### config.mk
export PLATFORM = sky130hd
export DESIGN_NAME = inst_fetch_unit
export DESIGN_NICKNAME = d
export VERILOG_FILES = /design/src/rtl/inst_fetch_unit.sv
export SDC_FILE = /design/constraint.sdc
export NUM_CORES = 1
export LEC_CHECK = 0
export BUFFER_PORTS_ARGS = -buffer_cell sky130_fd_sc_hd__buf_4
export CAP_MARGIN = 10
export CORE_UTILIZATION = 49
export DETAILED_ROUTE_END_ITERATION = 10
export PLACE_DENSITY_LB_ADDON = 0.3
export SYNTH_ARGS = -nofsm -noshare
export SYNTH_HDL_FRONTEND = slang
export SYNTH_SLANG_ARGS = --single-unit
### constraint.sdc
create_clock -name clk -period 2.26 [get_ports clk]
set_input_delay 0.226 -clock clk [delete_from_list [all_inputs] [get_ports clk]]
set_output_delay 0.226 -clock clk [all_outputs]
set_load 0.03 [all_outputs]
### src/rtl/inst_fetch_unit.sv
// rtl/inst_fetch_unit.sv - instruction fetch stage: PC, sync imem read, valid/ready to IR stage
// Optional HALT-opcode stop is compiled in with `define FETCH_HALT_DECODE_EN.
module inst_fetch_unit #(
  parameter int                ADDR_W   = 16,
  parameter logic [ADDR_W-1:0] RESET_PC = '0,
  parameter logic [4:0]        HALT_OP  = 5'd31
) (
  input  logic              clk,
  input  logic              rst_n,
  input  logic              start,
  output logic              imem_rd_en,
  output logic [ADDR_W-1:0] imem_addr,
  input  logic [31:0]       imem_rdata,
  output logic [31:0]       ir_out,
  output logic              ir_valid,
  input  logic              ir_ready,
  output logic [ADDR_W-1:0] pc_out,
  input  logic              jump_en,
  input  logic [ADDR_W-1:0] jump_addr,
  output logic              halted
);

  localparam logic [2:0] S_IDLE = 3'd0;
  localparam logic [2:0] S_REQ  = 3'd1;
  localparam logic [2:0] S_WAIT = 3'd2;
  localparam logic [2:0] S_HOLD = 3'd3;
  localparam logic [2:0] S_HALT = 3'd4;

  logic [2:0]        state;
  logic [ADDR_W-1:0] pc;
  logic              halt_word;  // word currently held in ir_out is a HALT opcode
  logic              halt_hit;   // returning read data is a HALT opcode
  logic              xfer;

  assign xfer = ir_valid & ir_ready;

  // The read strobe and address exist only while in REQ; the address is parked at 0 otherwise.
  assign imem_rd_en = (state == S_REQ);
  assign imem_addr  = (state == S_REQ) ? pc : '0;

`ifdef FETCH_HALT_DECODE_EN
  assign halt_hit = (imem_rdata[31:27] == HALT_OP);
  assign halted   = (state == S_HALT);
`else
  logic unused_halt_op;
  assign unused_halt_op = ^HALT_OP;
  assign halt_hit       = 1'b0;
  assign halted         = 1'b0;
`endif

  // Fetch FSM and the registered word/PC presented to the IR stage.
  always_ff @(posedge clk or negedge rst_n) begin
    if (!rst_n) begin
      state     <= S_IDLE;
      pc        <= RESET_PC;
      ir_out    <= '0;
      ir_valid  <= 1'b0;
      pc_out    <= '0;
      halt_word <= 1'b0;
    end else begin
      case (state)
        S_IDLE: begin
          if (start) state <= S_REQ;
        end
        S_REQ: begin
          // A redirect here simply re-issues the read at the new target next cycle.
          if (jump_en) begin
            pc    <= jump_addr;
            state <= S_REQ;
          end else begin
            state <= S_WAIT;
          end
        end
        S_WAIT: begin
          if (jump_en) begin
            // The returning word belongs to the old path; drop it and leave ir_out untouched.
            pc    <= jump_addr;
            state <= S_REQ;
          end else begin
            ir_out    <= imem_rdata;
            pc_out    <= pc;
            ir_valid  <= 1'b1;
            pc        <= pc + ADDR_W'(1);
            halt_word <= halt_hit;
            state     <= S_HOLD;
          end
        end
        S_HOLD: begin
          if (jump_en) begin
            // A coinciding transfer has already been consumed; redirect also beats halting.
            pc       <= jump_addr;
            ir_valid <= 1'b0;
            state    <= S_REQ;
          end else if (xfer) begin
            ir_valid <= 1'b0;
            state    <= halt_word ? S_HALT : S_REQ;
          end
        end
        S_HALT: begin
          if (start) begin
            pc    <= RESET_PC;
            state <= S_REQ;
          end
        end
        default: state <= S_IDLE;
      endcase
    end
  end

endmodule

Yosys cells after proc, flatten, opt, wreduce, memory -nomap -nowiden. Cells that the tools add are included.

Eq/ne operators: 9. Reduce and logical (&&, ||, !) cells: 9. Mux-type cells: 15. Add/subtract/negate cells: 1. Bitwise gates (word level): 2.

Operators by type and width (count): $mux W16 (4); $pmux W16 S3 (1); $add A16 B1 Y16 const B (1); $pmux W3 S4 (1); $mux W3 (3); $eq A3 B2 Y1 const B (2); $reduce_and A3 Y1 (2); $mux W2 (2); $ne A2 B1 Y1 const B (2); $ne A2 B2 Y1 const B (2); $reduce_and A2 Y1 (2); $reduce_or A2 Y1 (2); $eq A3 B1 Y1 const B (1); $eq A3 B3 Y1 const B (1); $logic_not A3 Y1 (1); $mux W1 (3); $ne A3 B3 Y1 const B (1); $reduce_bool A3 Y1 (1); $pmux W1 S2 (1); $reduce_bool A2 Y1 (1); $and A1 B1 Y1 (1); $not A1 Y1 (1).

Output and inout port bits: 67. Bits in registers: 68. Input port bits: 53.

Logic depth before layout (Yosys ltp).
Depth in word-level cells: 4. Mapped depth: 6. Mapped depth without buffers: 5.

Worst setup path before layout. OpenSTA, ideal clock, no wires.

Path type: reg-to-output. Start point: reg state[1]. End point: out imem_addr[10]. Arrival: 1.627 ns. Path buffers: 2. Stages on the path, launching flop included: 5. Path slack: 0.407 ns. Data required time: 2.034 ns. Path through: dfrtp_1 clkbuf_1 nor2_1 clkbuf_1 and2_1.

Longest elaborated chain between the ends: 2.

RTL lines: start: declaration (line 29) `logic [2:0] state;`; start signal: assignment (line 96) `state <= halt_word ? S_HALT : S_REQ;`; $eq A3 B1 Y1; net imem_rd_en (line 11) `output logic imem_rd_en,`; $mux W16 (line 39) `assign imem_addr = (state == S_REQ) ? pc : '0;`; end: declaration (line 12) `output logic [ADDR_W-1:0] imem_addr,`.

The timed path passes the listed nets, and every way through them passes these cells.

Worst setup path after layout.
Start point: reg state[0]. End point: out imem_addr[13].

Longest elaborated chain between the ends: 2.

RTL lines (line): $eq A3 B1 Y1 (39); $mux W16 (39).

Every way passes these cells.

==> impl_metrics.yaml <==
routing:
  drc: 0
  wl_um: 7160
  via_per_inst: 5.54
  first_iter_violations: 180
  first_pass_iters: 4
  postRouteAntennaNets: 0
  post_drt_wl_per_cell_um: 15.6
  num_vias: 2537
sta:
  final-setup-viol-count: 0
  worst_pin_slew_ns: 0.827
  timing.final.hold_violations: 24
  fin_skew_ns: 0.00664
  max_freq_mhz: 509
  slew_viol_final: 0
  relSlewSlack: 0.448
  finalSetupTns_ns: 0
  rsz0062_at_grt: "no"
  min_period_over_period: 0.869
  period_needed_ns: 1.96
  timing.hold.ws_ns: -0.0254
floorplanning:
  die_w_um: 81.7
  dieArea_um2: 6680
  die_y_um: 81.7
  row_count: 28
  coreArea_um2: 6030
  io_pins: 120
  initial_utilization: 0.517
critical_path:
  cp-start-kind: "flop"
  path_max_fanout: 18
  r2r_start: "state[1]$_DFFE_PN0P_"
  crit_type: "reg2out"
  end_kind: "primary output"
  arrival_ns: 1.74
  critPathRequiredTime_ns: 2.03
  critPathLaunch: "state[0]$_DFFE_PN0P_"
power_and_ir_drop:
  p_total_uw: 6200
  leakagePower_uw: 0.00196
  powerDensity_nw_per_um2: 1450
  peakVddDrop_v: 0.000854
logic_synthesis:
  syn_area_um2: 3110
  syn-num-nets: 315
  synth_edf_count: 0
  ys_seq_area_frac: 0.539
  postSynthAreaPerCell_um2: 11.9
  ys_types: 47
  synthFlopType: "dfrtp_1"
  synthCells: 261
  synth_seq_cells: 67
  yosys_warnings: 0
  synthArstFlopShare: 1.00
final_layout:
  area_delta_synth_final_pct: 37.3
  finalNetCount: 432
  drive_gt1_frac: 0.509
  seqCellArea_um2: 1680
  antenna_cells: 0
  multi_input_area_um2: 1320
  num-fill-cells: 473
cts:
  cts.path.max_buffers: 2
  cts_made_buffers: 9
  clock-root-buffer: "clkbuf_8"
  cts_tree: "yes"
  cts_setup_buffers: 0
  worstSkewPairLatency_ns: 0.34
  cts.reportedPaths.clkPinSlew_ns: 0.07
  h-tree-depth: 3
  cts_sinks: 67
hold_path:
  hold_path.class: "in2async"
grt:
  grt_use_total: 0.235
  gr-total-overflow: 0
  grt_pass1_vias: 2447
  grt_pass1_wl_um: 11600
  grt_max_degree: 68
  antenna_found_initial: 0
placed_design:
  hpwlAfterDp_um: 5090
  place.gp.congestion: 0.860
  portBuffers: 118
outcome:
  status: "complete, but fails checks"
  violations: "hold timing"
flow_run:
  drv_cap: 0
-- kinds of logic (layout without fill, tap and decap cells) --
logic type                 count (synthesis)  after routing  synth area share
AOI/OAI and AO/OA                         42             42             0.104
DFF                                       67             67             0.539
adders and majority gates                  1              1           0.00402
buffers and inverters                     24            146            0.0386
muxes                                     50             50             0.180
and+or+nand+nor                           76             76             0.134
other                                      1              1           0.00120
-- worst max-delay path: stages, from the launching register on --
cell	delay, ns
dfrtp_2	0.58
inv_1	0.16
nor2_1	0.17
buf_4	0.19
and2_1	0.14
buf_4	0.15
-- Yosys cell counts (all sizes together) (2+ instances only) --
cell type | number | area [um2]
a31oi | 2 | 12.5
nor3 | 8 | 40.0
clkbuf | 9 | 45.0
a211oi | 3 | 22.5
o32ai | 3 | 26.3
buf | 9 | 52.6
mux2 | 47 | 529
and2 | 17 | 108
nor3b | 2 | 20.0
a311oi | 4 | 35.0
inv | 6 | 22.5
o21ai | 5 | 25.0
nor4 | 3 | 18.8
o22a | 2 | 17.5
nor2b | 4 | 25.0
mux2i | 3 | 30.0
a21oi | 4 | 20.0
and4 | 2 | 17.5
dfrtp | 67 | 1680
nand2 | 11 | 41.3
a22oi | 3 | 22.5
o221a | 3 | 33.8
nand4 | 3 | 33.8
a211o | 3 | 26.3
a2111oi | 2 | 17.5
o22ai | 2 | 12.5
nor2 | 20 | 75.1
and3 | 3 | 18.8
-- cell type report --
type / instances / share of cell area
multi-input cells: 170 / 0.309
repair buffers: 124 / 0.218
well taps: 75 / 0.0220
inverters: 6 / 0.00527
clock buffers: 10 / 0.0322
flip-flops and latches: 67 / 0.393
clock inverters: 6 / 0.0208
-- worst paths after layout --
path / to / slack [ns] / cells past startpoint
worst max-delay path: imem_addr[13] / 0.30 / 5
worst min-delay path: ir_out[26]$_DFFE_PN0P_ / -0.03 / 1
worst max register to register: pc[5]$_DFFE_PN0P_ / 0.31 / 5
worst min register to register: ir_out[19]$_DFFE_PN0P_ / 0.51 / 1
max in group asynchronous: state[0]$_DFFE_PN0P_ / 1.70 / 1
min in group clk: ir_out[17]$_DFFE_PN0P_ / 0.11 / 2
-- metrics by stage --
step	util	std cells	worst slack, ns	cell area, um2	hold slack (ns)
2_1_floorplan	-	261	0.407	3110	-0.0696
3_3_place_gp	0.672	442	0.393	4050	0.379
3_5_place_dp	0.672	442	0.307	4050	0.378
4_1_cts	0.709	458	0.0810	4270	0.00743
5_1_grt	0.709	458	0.147	4270	0.0572
6_report	0.709	458	0.296	4270	-0.0254
-- sequential cells by signal, summed over array words and instances, names as in the netlist --
signal / count
state: 2
pc_out: 16
ir_out: 32
ir_valid: 1
pc: 16
-- report_power, final --
part | switching, uW | total, uW | internal, uW
Clock | 450 | 1100 | 650
Combinational | 1690 | 2950 | 1260
Sequential | 419 | 2150 | 1730
Total | 2560 | 6200 | 3650
-- placed cells by master, fill, tap and decap left out, drive strengths merged, types with 4 or more instances in the layout --
cell type,instances
buf,124
dfrtp,67
mux2,47
nor2,20
and2,17
nand2,11
clkbuf,10
nor3,8
inv,6
o21ai,5
nor2b,4
a311oi,4
a21oi,4
-- timing repair --
action,CTS,global route
resized for setup,0,1
hold buffers,0,0
endpoints found under the setup margin,0,17
-- routing by layer --
layer | track usage | vias to the layer above | part of all wire
met5 | 0 | - | 0
met4 | 0.0860 | 0 | 0.023
met3 | 0.0956 | 18 | 0.074
met2 | 0.363 | 104 | 0.49
met1 | 0.296 | 1221 | 0.41
li1 | - | 1194 | -
(Power assumes the default switching activity.)
